### config.mk
export PLATFORM = sky130hd
export DESIGN_NAME = eclair_exec_unit_flat
export DESIGN_NICKNAME = d
export VERILOG_FILES = /design/src/rtl/eclair_exec_pkg.sv /design/src/rtl/eclair_exec_unit_if.sv /design/src/rtl/eclair_alu4_slice.sv /design/src/rtl/eclair_exec_unit.sv /design/src/flat_wrapper.sv
export SDC_FILE = /design/constraint.sdc
export NUM_CORES = 1
export LEC_CHECK = 0
export CAP_MARGIN = 10
export CORE_ASPECT_RATIO = 0.7
export CORE_MARGIN = 3
export CORE_UTILIZATION = 56
export CTS_BUF_LIST = sky130_fd_sc_hd__clkbuf_8
export DETAILED_ROUTE_END_ITERATION = 6
export PLACE_DENSITY = 0.87
export SLEW_MARGIN = 25
export SYNTH_ARGS = -nofsm -noshare
export SYNTH_HDL_FRONTEND = slang
export SYNTH_SLANG_ARGS = --single-unit
### constraint.sdc
create_clock -name clk -period 9.2 [get_ports clk]
set_clock_uncertainty 0.05 [all_clocks]
set_input_delay 1.84 -clock clk [delete_from_list [all_inputs] [get_ports clk]]
set_output_delay 1.84 -clock clk [all_outputs]
set_load 0.02 [all_outputs]
### src/rtl/eclair_exec_pkg.sv
// Shared constants for the ECLair execution-support block: ALU modes, op codes, decoder sizing.
// No logic; imported by the interface, the ALU slice and the top.
package eclair_exec_pkg;

  localparam logic ALU_ARITH = 1'b0;
  localparam logic ALU_LOGIC = 1'b1;

  // Logic-mode op codes (alu_mode = ALU_LOGIC)
  localparam logic [3:0] OP_NOT_A     = 4'h0;
  localparam logic [3:0] OP_NOR       = 4'h1;
  localparam logic [3:0] OP_NA_AND_B  = 4'h2;
  localparam logic [3:0] OP_ZERO      = 4'h3;
  localparam logic [3:0] OP_NAND      = 4'h4;
  localparam logic [3:0] OP_NOT_B     = 4'h5;
  localparam logic [3:0] OP_XOR       = 4'h6;
  localparam logic [3:0] OP_A_AND_NB  = 4'h7;
  localparam logic [3:0] OP_NA_OR_B   = 4'h8;
  localparam logic [3:0] OP_XNOR      = 4'h9;
  localparam logic [3:0] OP_PASS_B    = 4'hA;
  localparam logic [3:0] OP_AND       = 4'hB;
  localparam logic [3:0] OP_ONES      = 4'hC;
  localparam logic [3:0] OP_A_OR_NB   = 4'hD;
  localparam logic [3:0] OP_OR        = 4'hE;
  localparam logic [3:0] OP_PASS_A    = 4'hF;

  // Arithmetic-mode op codes (alu_mode = ALU_ARITH); result also adds alu_c_in
  localparam logic [3:0] OP_A_PLUS_C     = 4'h0;
  localparam logic [3:0] OP_MINUS_ONE    = 4'h3;
  localparam logic [3:0] OP_A_MINUS_B_M1 = 4'h6;
  localparam logic [3:0] OP_A_PLUS_B     = 4'h9;
  localparam logic [3:0] OP_A_PLUS_A     = 4'hC;
  localparam logic [3:0] OP_A_M1         = 4'hF;

  localparam int ALU_WIDTH  = 16;
  localparam int DMX_SEL_W  = 3;
  localparam int DMX_WIDTH  = 1 << DMX_SEL_W;

endpackage

### src/rtl/eclair_exec_unit_if.sv
// Bus bundle between the control store and the execution-support block.
// Flag outputs exist only when ECLAIR_ALU_FLAGS_EN is defined.
interface eclair_exec_unit_if #(parameter int CNT_WIDTH = 16);
  import eclair_exec_pkg::*;

  logic                 cnt_en;
  logic                 cnt_load;
  logic [CNT_WIDTH-1:0] cnt_preset;
  logic [CNT_WIDTH-1:0] cnt_out;
  logic                 alu_mode;
  logic [3:0]           alu_op;
  logic                 alu_c_in;
  logic [ALU_WIDTH-1:0] alu_x;
  logic [ALU_WIDTH-1:0] alu_y;
  logic [ALU_WIDTH-1:0] alu_z;
  logic [DMX_SEL_W-1:0] dmx_sel;
  logic [DMX_WIDTH-1:0] dmx_out;
`ifdef ECLAIR_ALU_FLAGS_EN
  logic                 alu_c_out;
  logic                 alu_zero;
  logic                 alu_eq;

  modport master (
    output cnt_en, cnt_load, cnt_preset, alu_mode, alu_op, alu_c_in, alu_x, alu_y, dmx_sel,
    input  cnt_out, alu_z, dmx_out, alu_c_out, alu_zero, alu_eq
  );
  modport slave (
    input  cnt_en, cnt_load, cnt_preset, alu_mode, alu_op, alu_c_in, alu_x, alu_y, dmx_sel,
    output cnt_out, alu_z, dmx_out, alu_c_out, alu_zero, alu_eq
  );
`else
  modport master (
    output cnt_en, cnt_load, cnt_preset, alu_mode, alu_op, alu_c_in, alu_x, alu_y, dmx_sel,
    input  cnt_out, alu_z, dmx_out
  );
  modport slave (
    input  cnt_en, cnt_load, cnt_preset, alu_mode, alu_op, alu_c_in, alu_x, alu_y, dmx_sel,
    output cnt_out, alu_z, dmx_out
  );
`endif

endinterface

### src/rtl/eclair_alu4_slice.sv
// 4-bit 74181-style ALU slice; combinational, no state.
// Arithmetic result is t1 + t2 + c_in, where "-1" terms appear as t2 = 4'hF per slice.
module eclair_alu4_slice
  import eclair_exec_pkg::*;
(
  input  logic       mode,
  input  logic [3:0] op,
  input  logic       c_in,
  input  logic [3:0] a,
  input  logic [3:0] b,
  output logic [3:0] f,
  output logic       c_out
);

  logic [3:0] t1;
  logic [3:0] t2;
  logic [4:0] sum;

  always_comb begin
    t1    = a;
    t2    = 4'h0;
    sum   = 5'h00;
    f     = 4'h0;
    c_out = 1'b0;
    if (mode == ALU_LOGIC) begin
      case (op)
        OP_NOT_A:    f = ~a;
        OP_NOR:      f = ~(a | b);
        OP_NA_AND_B: f = ~a & b;
        OP_ZERO:     f = 4'h0;
        OP_NAND:     f = ~(a & b);
        OP_NOT_B:    f = ~b;
        OP_XOR:      f = a ^ b;
        OP_A_AND_NB: f = a & ~b;
        OP_NA_OR_B:  f = ~a | b;
        OP_XNOR:     f = ~(a ^ b);
        OP_PASS_B:   f = b;
        OP_AND:      f = a & b;
        OP_ONES:     f = 4'hF;
        OP_A_OR_NB:  f = a | ~b;
        OP_OR:       f = a | b;
        default:     f = a;
      endcase
    end else begin
      // An all-ones addend in every slice, rippled, is exactly +16'hFFFF.
      case (op)
        4'h0: begin t1 = a;          t2 = 4'h0;    end
        4'h1: begin t1 = a | b;      t2 = 4'h0;    end
        4'h2: begin t1 = a | ~b;     t2 = 4'h0;    end
        4'h3: begin t1 = 4'h0;       t2 = 4'hF;    end
        4'h4: begin t1 = a;          t2 = a & ~b;  end
        4'h5: begin t1 = a | b;      t2 = a & ~b;  end
        4'h6: begin t1 = a;          t2 = ~b;      end
        4'h7: begin t1 = a & ~b;     t2 = 4'hF;    end
        4'h8: begin t1 = a;          t2 = a & b;   end
        4'h9: begin t1 = a;          t2 = b;       end
        4'hA: begin t1 = a | ~b;     t2 = a & b;   end
        4'hB: begin t1 = a & b;      t2 = 4'hF;    end
        4'hC: begin t1 = a;          t2 = a;       end
        4'hD: begin t1 = a | b;      t2 = a;       end
        4'hE: begin t1 = a | ~b;     t2 = a;       end
        default: begin t1 = a;       t2 = 4'hF;    end
      endcase
      sum   = {1'b0, t1} + {1'b0, t2} + {4'h0, c_in};
      f     = sum[3:0];
      c_out = sum[4];
    end
  end

endmodule

### src/rtl/eclair_exec_unit.sv
// ECLair execution support: 16-bit 181 ALU, loadable up-counter (1 clk), 3-to-8 load decoder.
// ALU and decoder are combinational; ECLAIR_ALU_FLAGS_EN adds carry/zero/equal flags.
module eclair_exec_unit
  import eclair_exec_pkg::*;
#(
  parameter int CNT_WIDTH = 16
) (
  input  logic             clk,
  input  logic             reset,
  eclair_exec_unit_if.slave bus
);

  localparam int N_SLICE = ALU_WIDTH / 4;

  logic [CNT_WIDTH-1:0] cnt;
  logic [N_SLICE:0]     carry;
  logic [ALU_WIDTH-1:0] z;

  // Reset beats load beats increment.
  always_ff @(posedge clk) begin
    if (reset) begin
      cnt <= '0;
    end else if (bus.cnt_load) begin
      cnt <= bus.cnt_preset;
    end else if (bus.cnt_en) begin
      cnt <= cnt + {{(CNT_WIDTH-1){1'b0}}, 1'b1};
    end
  end

  assign bus.cnt_out = cnt;

  assign bus.dmx_out = {{(DMX_WIDTH-1){1'b0}}, 1'b1} << bus.dmx_sel;

  assign carry[0] = bus.alu_c_in;

  for (genvar i = 0; i < N_SLICE; i++) begin : g_slice
    eclair_alu4_slice u_slice (
      .mode  (bus.alu_mode),
      .op    (bus.alu_op),
      .c_in  (carry[i]),
      .a     (bus.alu_x[4*i +: 4]),
      .b     (bus.alu_y[4*i +: 4]),
      .f     (z[4*i +: 4]),
      .c_out (carry[i+1])
    );
  end

  assign bus.alu_z = z;

`ifdef ECLAIR_ALU_FLAGS_EN
  assign bus.alu_c_out = carry[N_SLICE];
  assign bus.alu_zero  = (z == '0);
  assign bus.alu_eq    = (bus.alu_x == bus.alu_y);
`else
  logic unused_c_out;
  assign unused_c_out = carry[N_SLICE];
`endif

endmodule

### src/flat_wrapper.sv
// flat-port wrapper written by rule: the top's interface ports become plain ports
module eclair_exec_unit_flat import eclair_exec_pkg::*;
#(
  parameter int CNT_WIDTH = 16
)
  (clk, reset, bus_cnt_en, bus_cnt_load, bus_cnt_preset, bus_alu_mode, bus_alu_op, bus_alu_c_in, bus_alu_x, bus_alu_y, bus_dmx_sel, bus_cnt_out, bus_alu_z, bus_dmx_out);
  eclair_exec_unit_if #(.CNT_WIDTH(CNT_WIDTH)) bus_i ();
  input  logic clk;
  input  logic reset;
  input wire logic [$bits(bus_i.cnt_en)-1:0] bus_cnt_en;
  input wire logic [$bits(bus_i.cnt_load)-1:0] bus_cnt_load;
  input wire logic [$bits(bus_i.cnt_preset)-1:0] bus_cnt_preset;
  input wire logic [$bits(bus_i.alu_mode)-1:0] bus_alu_mode;
  input wire logic [$bits(bus_i.alu_op)-1:0] bus_alu_op;
  input wire logic [$bits(bus_i.alu_c_in)-1:0] bus_alu_c_in;
  input wire logic [$bits(bus_i.alu_x)-1:0] bus_alu_x;
  input wire logic [$bits(bus_i.alu_y)-1:0] bus_alu_y;
  input wire logic [$bits(bus_i.dmx_sel)-1:0] bus_dmx_sel;
  output wire logic [$bits(bus_i.cnt_out)-1:0] bus_cnt_out;
  output wire logic [$bits(bus_i.alu_z)-1:0] bus_alu_z;
  output wire logic [$bits(bus_i.dmx_out)-1:0] bus_dmx_out;
  assign bus_i.cnt_en = bus_cnt_en;
  assign bus_i.cnt_load = bus_cnt_load;
  assign bus_i.cnt_preset = bus_cnt_preset;
  assign bus_i.alu_mode = bus_alu_mode;
  assign bus_i.alu_op = bus_alu_op;
  assign bus_i.alu_c_in = bus_alu_c_in;
  assign bus_i.alu_x = bus_alu_x;
  assign bus_i.alu_y = bus_alu_y;
  assign bus_i.dmx_sel = bus_dmx_sel;
  assign bus_cnt_out = bus_i.cnt_out;
  assign bus_alu_z = bus_i.alu_z;
  assign bus_dmx_out = bus_i.dmx_out;
  eclair_exec_unit #(.CNT_WIDTH(CNT_WIDTH)) u_core (.clk(clk), .reset(reset), .bus(bus_i));
endmodule
[Word-level counts from Yosys, hierarchy flattened]
Cells that the tools add are included.
Word-level totals
  output and inout port bits: 40
  register bits after elaboration: 16
Cells by class
  muxes and demuxes: 29
  add/sub/neg operators: 9
  reduce and logical (&&, ||, !) cells: 8
  shift-type cells: 1
  eq/ne operators: 14
  bitwise logic cells: 48
Operators by type and width (count)
  4-bit one-hot mux with 15 select lines: 4
  4-bit one-hot mux with 6 select lines: 4
  4-bit inverter: 20
  4-bit one-hot mux with 5 select lines: 4
  4-bit bitwise AND: 12
  4-bit 2-to-1 mux: 12
  4-bit OR: 12
  16-bit 2-to-1 mux: 2
  4-bit equality test (second input constant): 7
  16-bit by 1-bit adder with 16-bit output (second input constant): 1
  4-bit by 3-bit equality test with 1-bit output (second input constant): 4
  4-bit XOR: 4
  4-bit by 4-bit adder with 5-bit output: 3
  5-bit by 1-bit adder with 5-bit output: 3
  3-bit OR reduction: 4
  4-bit by 2-bit equality test with 1-bit output (second input constant): 2
  1-bit by 3-bit left shift with 8-bit output (first input constant): 1
  4-bit by 1-bit adder with 4-bit output: 1
  4-bit adder: 1
  4-bit by 1-bit equality test with 1-bit output (second input constant): 1
  4-bit logical NOT: 1
  2-bit OR reduction: 2
  1-bit 2-to-1 mux: 3
  2-bit nonzero test: 1

[Depth between registers and ports, before layout]
Gate-level depths: netlist (run 1).
  depth after elaboration: 13
  gate-level depth with buffers: 34
  depth with buffers taken out: 30

[By module]
Synthesis (run 1) repeated with hierarchy kept, for this count alone.
Second synthesis, totals
  cells, all modules: 913
  area, all modules: 6483.7 um2
Modules (own cells, without submodules)
  eclair_alu4_slice at u_core.g_slice[1].u_slice ...: area an instance 1412.6 um2, instances 2, cells each 197
  eclair_alu4_slice at u_core.g_slice[0].u_slice: area an instance 1348.8 um2, instances 1, cells each 212
  eclair_alu4_slice at u_core.g_slice[3].u_slice: area an instance 1346.3 um2, instances 1, cells each 195
  eclair_exec_unit: area an instance 963.4 um2, instances 1, cells each 112

[Least setup slack after synthesis (run 1)]
OpenSTA, ideal clock, no wires.
  kind: input -> output
  start point: input bus_alu_op[0]
  end point: output bus_alu_z[15]
  arrival time: 6.997 ns
  buffers on the path: 3
  required time: 7.310 ns
  cell stages on the path: 33
  slack: 0.313 ns
  path through: buf_2 or2b_1 a21oi_1 or2_1 clkbuf_1 buf_2 nor2_1 a31oi_1 fa_1 inv_1 fa_1 nor2b_1 o21ai_0 a21oi_1 fa_1 inv_1 fa_1 nor2b_1 o21ai_0 a21oi_1 fa_1 inv_1 fa_1 nor2b_1 o21a_1 o21bai_1 fa_1 inv_1 a21o_1 a21oi_1 xnor2_1 xnor2_1 o21ai_2
On the way
  longest elaborated chain between the ends: 13
  elaborated cells on any way between the ends: 50
  classes of those cells: add/sub (8); eq/ne (14); mux (21); reduce/logical (7)
RTL lines
  from (decl): line flat_wrapper.sv:14  | input wire logic [$bits(bus_i.alu_op)-1:0] bus_alu_op;
  4-bit equality test (tied with other cells): line eclair_alu4_slice.sv:26, eclair_alu4_slice.sv:46
  3-bit OR reduction (no line) / 2-bit OR reduction (equally long branches)
  4-bit one-hot mux with 6 select lines / 4-bit one-hot mux with 5 select lines (equally long branches): line eclair_alu4_slice.sv:46  | case (op)
  4-bit 2-to-1 mux: line eclair_alu4_slice.sv:25  | if (mode == ALU_LOGIC) begin
  4-bit by 4-bit adder with 5-bit output: line eclair_alu4_slice.sv:64  | sum = {1'b0, t1} + {1'b0, t2} + {4'h0, c_in};
  5-bit by 1-bit adder with 5-bit output: line eclair_alu4_slice.sv:64
  1-bit 2-to-1 mux: line eclair_alu4_slice.sv:25
  5-bit by 1-bit adder with 5-bit output: line eclair_alu4_slice.sv:64
  1-bit 2-to-1 mux: line eclair_alu4_slice.sv:25
  5-bit by 1-bit adder with 5-bit output: line eclair_alu4_slice.sv:64
  1-bit 2-to-1 mux: line eclair_alu4_slice.sv:25
  4-bit by 1-bit adder with 4-bit output: line eclair_alu4_slice.sv:64
  4-bit 2-to-1 mux (*): line eclair_alu4_slice.sv:25
  to (decl): line flat_wrapper.sv:20  | output wire logic [$bits(bus_i.alu_z)-1:0] bus_alu_z;
Every way passes the cells marked *; elsewhere a longest branch is shown, timed or not. The select of a mux whose other input is x is not followed.

[Worst setup path in the final report (run 1)]
Ends and elaborated chain as after synthesis.

==> results.md, run 1 <==
- The post-synthesis instance area is ~5500 µm².
- For the pin with the worst max-slew slack, the measured transition is 0.872 ns.
- Per report_power, the sequential group accounts for 12.8% of the total.
- The final hold slack is 0.536 ns.
- The post-route non-filler standard cell count is about 1100.
- Along the worst path, the maximum fanout reaches 6.
- The final setup violation count is 0.
- Once the floorplan was initialized, standard cells occupied 59.2% of the core.
- The routed length per placed instance is 21.8 µm.
- The final reports fail on DRC.
- For this block, the routed nets add up to roughly 23000 µm of wire.
- The number of clock sinks seen by CTS is 16.
- Relative to the synthesized area, the layout overhead comes to 31.2%.
- The antenna diode instance count is 0.
- Data arrives at the worst endpoint at between 7 and 8 ns.
- For this design the ratio of total power to cell area is ~85 nW/µm².
- The length of the first detailed-routing pass in iterations is 7.
- The analysis attributes to net switching a power of 291 µW.
- Net switching is 47.2% of the power.
- OpenSTA, run right after detailed placement, puts the worst setup slack at -0.938 ns.
- The initial antenna violation count is 0.
- The slowest stage cell on the critical path is sky130_fd_sc_hd__fa_2.
- The cts-stage hold buffer count is 0.
- After clock tree synthesis, the clock-pin slew on the worst setup and hold paths is 0.07 ns.
- The post-synthesis area per instance is 6.90 µm².
- The critical path endpoint category is an output port.
- The routability congestion estimate from global placement is 1.04.
- The detail route stage leaves a number of antenna-violating nets equal to 0.
- After floorplanning, the core was divided into 29 placement rows.
- The part of the power in the clock network is approximately a tenth.
- In this run the clock root is driven by a sky130_fd_sc_hd__clkbuf_8.
- The number of buffers created by CTS is 3.
- In this run the vertical extent of the chip is ~89 µm.
- The most used flip-flop cell after synthesis is sky130_fd_sc_hd__dfxtp_1.
- For the worst flop-to-flop path, the logic depth is 6.
- In the routed design, unresolved DRC markers number 14.
- In this run the number of H-tree levels came out at 1.
- The total power of the final layout is 616 µW.
- The detailed placer's ending HPWL is 16800 µm.
- Setup repair after global routing could not meet its margin everywhere.
- The die is between 100 and 150 µm wide.
- Summed over all cells, the static leakage comes to about 0.0032 µW.
- Synthesis produced 800 cells.
- The fill cell instance count of the final layout is 658.
- The total negative slack is 0 ns.
- The detailed router's first-iteration violation count is 1290.
- The combinational fraction of design power is between 70% and 80%.
- STA classifies the critical path startpoint as an input port.
- Of the available clock period, the critical path in the final layout requires about 99%.
- The number of port buffers is 100.
- Pin placement for this block handled ~100 I/O pins.
- The run finished, with violations left.
- The global-route wire length before repair is 35500 µm.
- The proportion of register bits with asynchronous set or reset after synthesis is 0%.
- For this run, the number of Yosys warnings is 0.
- The area of the die is around 11000 µm².
- The worst register-to-register path ends at u_core.bus.cnt_out[15]$_SDFFE_PP0P_.
- In this run, placement finished with an instance count of 1049.
- In this run the register-to-register setup slack is 7.36 ns.
- The path type of the worst min-delay path is reg -> reg.
- The pin count of the biggest net entering global routing is 55.
- The setup slack after layout is around 0.12 ns.
- The max-slew violation total from the final report is 0.
- The sequential share of the synthesized area is 5.80%.
- The source of the worst hold timing path is u_core.bus.cnt_out[15]$_SDFFE_PP0P_.
- The clock period could shrink to 9.08 ns.
- The maximum count of clock buffers along a single path is 2.
- The internal power of the cells totals roughly 330 µW.
- TritonCTS built the clock tree.
- The number of nets in the synthesized netlist is 945.
- The synthesized netlist contains 69 unique library cells.
- The number of flip-flops under the largest register name is 16.
- In this run, synthesis inferred 0 flip-flops with an integrated enable.
- The worst setup path endpoint is bus_alu_z[15].
- Derived from the worst setup path, the maximum achievable clock frequency is 0.110 GHz.
- The routed via count divided by cell count is 6.87.
- The number of violations of the max-capacitance limit is 0.
- Among the stages of the critical path, the cell type that occurs most often is sky130_fd_sc_hd__fa_2.
- The startpoint of the worst register-to-register path is u_core.bus.cnt_out[2]$_SDFFE_PP0P_.
- The headroom to the max-slew limit is 41.7%.
- After global routing the overflow that remains totals 0.
- Cells with a size suffix above 1 make up 16.2% of the layout.
- In this run, synthesis produced a sequential element count of 16.
- The final count of hold timing violations was 0.
- The worst path required time is about 7.3 ns.
- The clock network latency to the later pin of the worst-skew pair is 0.26 ns.
- The launching instance or port of the critical path is bus_alu_op[0].
- IR analysis of the VDD net gives a maximum drop of 0.0852 mV.
- The critical path is of the in -> out type.
- The number of nets in the layout is 1082.
- The core footprint is approximately 9300 µm².
- The via count of the first global-routing pass is between 6000 and 7000.
- The via total after detailed routing is approximately 7300.
- Global routing used 39.2% of the available tracks across all layers.
- The delay of the slowest cell on the worst path is 0.40 ns.
-- stage by stage --
step	utilization, %	area, µm²
after CTS	76.2	7100
final	77.6	7240
after global routing	77.6	7240
after detailed placement	75.0	6990
after global placement	75.0	6990
after floorplan	-	5520
-- final cells by class --
cell class	count	area (µm²)	share of cell area, %
multi-input combinational	666	4780	66.1
timing repair buffer	193	1710	23.6
inverter	57	214	2.96
sequential	16	320	4.42
clock buffer	4	55.1	0.760
tap	124	155	2.14
-- cells in the final DEF, fill, tap and decap left out, types with 39 or more instances in the layout --
cell type / synthesis / layout
sky130_fd_sc_hd__o21ai_0: 53 / 49
sky130_fd_sc_hd__inv_1: 56 / 51
sky130_fd_sc_hd__nor2_1: 87 / 83
sky130_fd_sc_hd__a21oi_1: 51 / 49
sky130_fd_sc_hd__nand2_1: 80 / 78
sky130_fd_sc_hd__o22ai_1: 39 / 39
sky130_fd_sc_hd__buf_4: 5 / 86
sky130_fd_sc_hd__clkdlybuf4s50_1: 0 / 85
sky130_fd_sc_hd__ha_1: 76 / 73
-- critical path: cells and delay by family --
family | cells | cell delay, ns
AOI/OAI and AO/OA | 11 | 1.36
xor gates and xnor gates | 2 | 0.28
adders and majority gates | 7 | 2.35
buffers and inverters | 6 | 0.49
and+or+nand+nor | 6 | 0.86
-- logic make-up after synthesis --
group / share of synthesized area [%]
AO/OA/AOI/OAI: 33.4
XOR/XNOR: 3.81
adder cells (fa/ha/maj): 20.1
buffers and inverters: 9.68
flip-flops: 5.80
multiplexers: 6.01
AND/OR/NAND/NOR: 21.1
-- worst min path at each step --
stage / cells past startpoint / slack [ns] / end
floorplan: 3 / 0.65 / u_core.bus.cnt_out[15]$_SDFFE_PP0P_
global placement: 3 / 0.52 / u_core.bus.cnt_out[15]$_SDFFE_PP0P_
detailed placement: 3 / 0.53 / u_core.bus.cnt_out[15]$_SDFFE_PP0P_
CTS: 3 / 0.54 / u_core.bus.cnt_out[15]$_SDFFE_PP0P_
global route: 3 / 0.58 / u_core.bus.cnt_out[15]$_SDFFE_PP0P_
finish: 3 / 0.54 / u_core.bus.cnt_out[15]$_SDFFE_PP0P_
-- synth_stat cells (5+ instances only) --
library cell	n	area, µm²
sky130_fd_sc_hd__nor2_1	87	327
sky130_fd_sc_hd__nand2_1	80	300
sky130_fd_sc_hd__ha_1	76	951
sky130_fd_sc_hd__inv_1	56	210
sky130_fd_sc_hd__o21ai_0	53	265
sky130_fd_sc_hd__a21oi_1	51	255
sky130_fd_sc_hd__o22ai_1	39	244
sky130_fd_sc_hd__buf_2	25	125
sky130_fd_sc_hd__clkbuf_1	24	90.1
sky130_fd_sc_hd__mux2i_1	23	230
sky130_fd_sc_hd__nand3_1	23	115
sky130_fd_sc_hd__a221oi_1	16	140
sky130_fd_sc_hd__dfxtp_1	16	320
sky130_fd_sc_hd__xor2_1	14	123
sky130_fd_sc_hd__a22o_1	12	105
sky130_fd_sc_hd__a31oi_1	12	75.1
sky130_fd_sc_hd__a22oi_1	10	75.1
sky130_fd_sc_hd__nand2b_1	10	62.6
sky130_fd_sc_hd__nor3_1	10	50.1
sky130_fd_sc_hd__xnor2_1	10	87.6
sky130_fd_sc_hd__o22a_1	9	78.8
sky130_fd_sc_hd__fa_1	8	160
sky130_fd_sc_hd__nor2b_1	8	50.1
sky130_fd_sc_hd__o211ai_1	7	52.6
sky130_fd_sc_hd__nand4_1	6	37.5
sky130_fd_sc_hd__a222oi_1	5	50.1
sky130_fd_sc_hd__a32oi_1	5	43.8
sky130_fd_sc_hd__buf_4	5	37.5
sky130_fd_sc_hd__nor3b_1	5	37.5
sky130_fd_sc_hd__o21a_1	5	37.5
sky130_fd_sc_hd__o221ai_1	5	43.8
-- power groups by stage --
stage	Sequential, µW	Combinational (µW)	Clock [µW]
2_1_floorplan	84.3	251	0
3_3_place_gp	79.8	424	0
3_5_place_dp	80.3	433	0
4_1_cts	78.8	442	65.8
5_1_grt	79.6	502	68.8
6_report	79.2	472	64.9
-- timing repair --
item                                    in CTS  in global routing
pin swaps                                   12                 26
setup buffers                                3                  4
endpoints found under the setup margin       5                  4
gates resized for setup                     36                 54
-- layer usage --
layer / track usage [%] / wire length, µm / vias up
li1: - / - / 3204
met1: 52.5 / 8840 / 3317
met2: 59.3 / 9580 / 644
met3: 13.0 / 3780 / 122
met4: 13.9 / 910 / 0
met5: 0 / 0 / -
(Power assumes the default switching activity.)
==> run 2, diff against run 1 <==
--- a/config.mk
+++ b/config.mk
@@ -5,12 +5,12 @@
 export SDC_FILE = /design/constraint.sdc
 export NUM_CORES = 1
 export LEC_CHECK = 0
-export CAP_MARGIN = 10
 export CORE_ASPECT_RATIO = 0.7
 export CORE_MARGIN = 3
 export CORE_UTILIZATION = 56
 export CTS_BUF_LIST = sky130_fd_sc_hd__clkbuf_8
 export DETAILED_ROUTE_END_ITERATION = 6
+export HOLD_SLACK_MARGIN = 0.05
 export PLACE_DENSITY = 0.87
 export SLEW_MARGIN = 25
 export SYNTH_ARGS = -nofsm -noshare
==> results of run 2 <==
The final DEF is identical to that of run 1; final timing and power are the same.
==> run 3, diff against run 2 <==
--- a/config.mk
+++ b/config.mk
@@ -7,12 +7,14 @@
 export LEC_CHECK = 0
 export CORE_ASPECT_RATIO = 0.7
 export CORE_MARGIN = 3
-export CORE_UTILIZATION = 56
+export CORE_UTILIZATION = 57
 export CTS_BUF_LIST = sky130_fd_sc_hd__clkbuf_8
 export DETAILED_ROUTE_END_ITERATION = 6
+export GPL_ROUTABILITY_DRIVEN = 0
 export HOLD_SLACK_MARGIN = 0.05
-export PLACE_DENSITY = 0.87
+export PLACE_DENSITY = 0.86
 export SLEW_MARGIN = 25
 export SYNTH_ARGS = -nofsm -noshare
 export SYNTH_HDL_FRONTEND = slang
+export SYNTH_HIERARCHICAL = 1
 export SYNTH_SLANG_ARGS = --single-unit
==> run 3 against run 2 <==
  * The flow finishes with violations (DRC, setup timing)
  * Die area increased by 14%
  * Worst setup slack got worse by 0.18 ns
  * Register-to-register slack gained 0.07 ns
  * Sequential share of layout area is 0.53 points lower
  * Critical endpoint is now bus_alu_z[14]
==> results.md, run 3 <==
- The number of standard cells after synthesis is 910 (+14%).
- The length of the first detailed-routing pass in iterations is 7 (unchanged).
- The number of nets in the synthesized netlist is 1056 (+12%).
- The die extent in x is 133 µm (+6.9%).
- The final design area excluding fillers came to 8220 µm² (+14%).
- The cts-stage hold buffer count is 0 (unchanged).
- The post-route non-filler standard cell count is 1194 (+13%).
- In the layout the commonest cells are sky130_fd_sc_hd__buf_4 (104), sky130_fd_sc_hd__nor2_1 (88), sky130_fd_sc_hd__clkdlybuf4s50_1 (85), sky130_fd_sc_hd__nand2_1 (78), sky130_fd_sc_hd__ha_1 (74).
- The number of violations of the max-capacitance limit is 0 (unchanged).
- The max-slew violation total from the final report is 0 (unchanged).
- From synthesis to final layout, the design area changed by 27.1%.
- The maximum count of clock buffers along a single path is 2 (unchanged).
- The post-synthesis area per instance is 7.11 µm² (+3.0%).
- TritonCTS built the clock tree.
- The core footprint is 10700 µm² (+15%).
- The number of DRC violations after detailed routing is 1 (-13).
- The detailed placer's ending HPWL is 15100 µm (-10%).
- The power density normalized to cell area came to 76.8 nW/µm² (-9.8%).
- The path type of the worst min-delay path is reg -> reg.
- The cell sitting at the root of the clock tree is a sky130_fd_sc_hd__clkbuf_8.
- The setup slack after layout was -0.0618 ns (-0.184 ns).
- Setup repair after global routing could not meet its margin everywhere.
- The number of nets in the layout was 1193 (+10%).
- The number of nets with antenna violations after detailed routing is 0 (unchanged).
- The final setup violation count is 2 (+2).
- The maximum level of the CTS H-tree is 1 (unchanged).
- The die extent in y came to 95.1 µm (+6.8%).
- The worst setup path is launched from an input port.
- The worst ir drop on vdd was 0.0576 mV (-32%).
- The clock network latency to the later pin of the worst-skew pair came to 0.25 ns (about the same).
- The transition time at the pin with the least slew margin is 0.681 ns (-0.191 ns).
- The maximum net fanout on the critical path is 4 (-2).
- The post-route fraction of the period consumed by the critical path was 101% (+2.0 points).
- The final count of hold timing violations is 0 (unchanged).
- The headroom to the max-slew limit is 54.3% (+13 points).
- The count of placed standard cells including taps is 1181 (+13%).
- The maximum clock frequency is 0.108 GHz (-2.0%).
- The initial antenna violation count was 0 (unchanged).
- The global-route wire length before repair came to 33600 µm (-5.2%).
- The post-synthesis instance area is 6470 µm² (+17%).
- The critical path endpoint category is an output port.
- The leading cell type in the layout, fill and taps excluded is sky130_fd_sc_hd__buf_4.
- The checks that failed: DRC, setup timing.
- The number of buffers created by CTS is 3 (unchanged).
- The starting density of the core came to 60.4% (+1.2 points).
- The number of port buffers is 100 (unchanged).
- The placement row count is 31 (+6.9%).
- The critical path class is in -> out.
- The count of warnings emitted by yosys was 6 (+6).
- The total power of the final layout is 631 µW (+2.4%).
- The overall track demand over capacity in global routing is 31.1% (-8.1 points).
- The most frequent cell on the critical path is sky130_fd_sc_hd__fa_2.
- The fill cell instance count of the final layout is 798 (+21%).
- The slowest stage cell on the critical path is sky130_fd_sc_hd__fa_2.
- The number of flip-flops under the largest register name came to 16 (unchanged).
- The arrival time at the worst endpoint was 7.37 ns (+0.18 ns).
- The overflow left after global routing came to 0 (unchanged).
- The routed length per placed instance is 18.1 µm (-17%).
- The total leakage power is 0.00352 µW (+9.1%).
- The final wirelength is 21600 µm (-6.6%).
- The number of clock sinks seen by CTS is 16 (unchanged).
- The flow ran to the end, but the final reports show violations.
- The worst setup slack before clock tree synthesis is -1.01 ns (-0.0690 ns).
- The pin count of the biggest net entering global routing is 67 (+22%).
- The via count of the first global-routing pass is 6907 (+3.4%).
- The area of the die was 12700 µm² (+14%).
- The worst path required time is 7.31 ns (about the same).
- The clock transition at the registers of the reported paths is 0.07 ns (about the same).
- The shortest clock period the worst path allows after layout came to 9.26 ns (+0.184 ns).
- The post-place instance area is 7940 µm² (+14%).
- The share of post-route cells with drive strength above 1 is 17.5% (+1.3 points).
- The number of primary I/O pins is 101 (unchanged).
- The routed via count divided by cell count is 6.48 (-5.8%).
- The via total after detailed routing is 7732 (+6.1%).
- The antenna diode instance count came to 0 (unchanged).
- The detailed router's first-iteration violation count came to 1121 (-13%).
- The delay of the slowest cell on the worst path is 0.35 ns (-0.05 ns).
-- run 3: power breakdown --
part	total, µW	internal, µW	leakage (µW)	switching (µW)
sequential	81.2	74.1	0.000133	7.16
combinational	486	222	0.00336	264
clock	64.5	38.0	0.0000288	26.4
-- run 3: layer usage --
metal	vias to the layer above	share of wire, %	global-route usage, %	wire, µm
met2	500	43	48.3	9310
met5	-	0	0	0
li1	3611	-	-	-
met4	0	2.7	8.05	579
met1	3546	43	45.4	9290
met3	75	11	4.17	2400
-- run 3: path summary, 6_finish.rpt --
kind | from | end | slack (ns) | depth (start not counted)
setup / recovery | bus_alu_op[3] | bus_alu_z[14] | -0.06 | 34
setup reg to reg | u_core/bus.cnt_out[2]$_SDFFE_PP0P_ | u_core/bus.cnt_out[14]$_SDFFE_PP0P_ | 7.43 | 4
hold / removal | u_core/bus.cnt_out[6]$_SDFFE_PP0P_ | u_core/bus.cnt_out[6]$_SDFFE_PP0P_ | 0.52 | 2
hold reg to reg | u_core/bus.cnt_out[6]$_SDFFE_PP0P_ | u_core/bus.cnt_out[6]$_SDFFE_PP0P_ | 0.52 | 2
-- run 3: cell type report --
type | count | area (µm²) | share of cell area, %
multi-input combinational | 767 | 5680 | 69.0
timing repair buffer | 200 | 1760 | 21.4
sequential | 16 | 320 | 3.90
inverter | 59 | 224 | 2.72
tap | 148 | 185 | 2.25
clock buffer | 4 | 55.1 | 0.670
-- run 3: what timing repair did --
action                     in CTS  in global routing
setup endpoints to repair       4                  4
gates resized for setup        52                 38
buffers inserted                4                  5
pin swaps                      16                 26
-- run 3: worst max-delay path, delay by kind of cell --
kind	cells	cell delay [ns]
adder cells (fa/ha/maj)	8	2.20
AO/OA/AOI/OAI	10	1.64
buffers and inverters	9	0.73
AND/OR/NAND/NOR	5	0.55
XOR/XNOR	1	0.20
multiplexers	1	0.18
-- run 3: through the flow --
stage	hold slack (ns)	util, %	setup TNS [ns]
after floorplan	0.560	-	0
after detailed placement	0.514	74.1	-3.45
after global routing	0.577	76.8	-0.441
final	0.519	76.8	-0.0793
after global placement	0.504	74.1	-2.85
after CTS	0.523	75.3	0
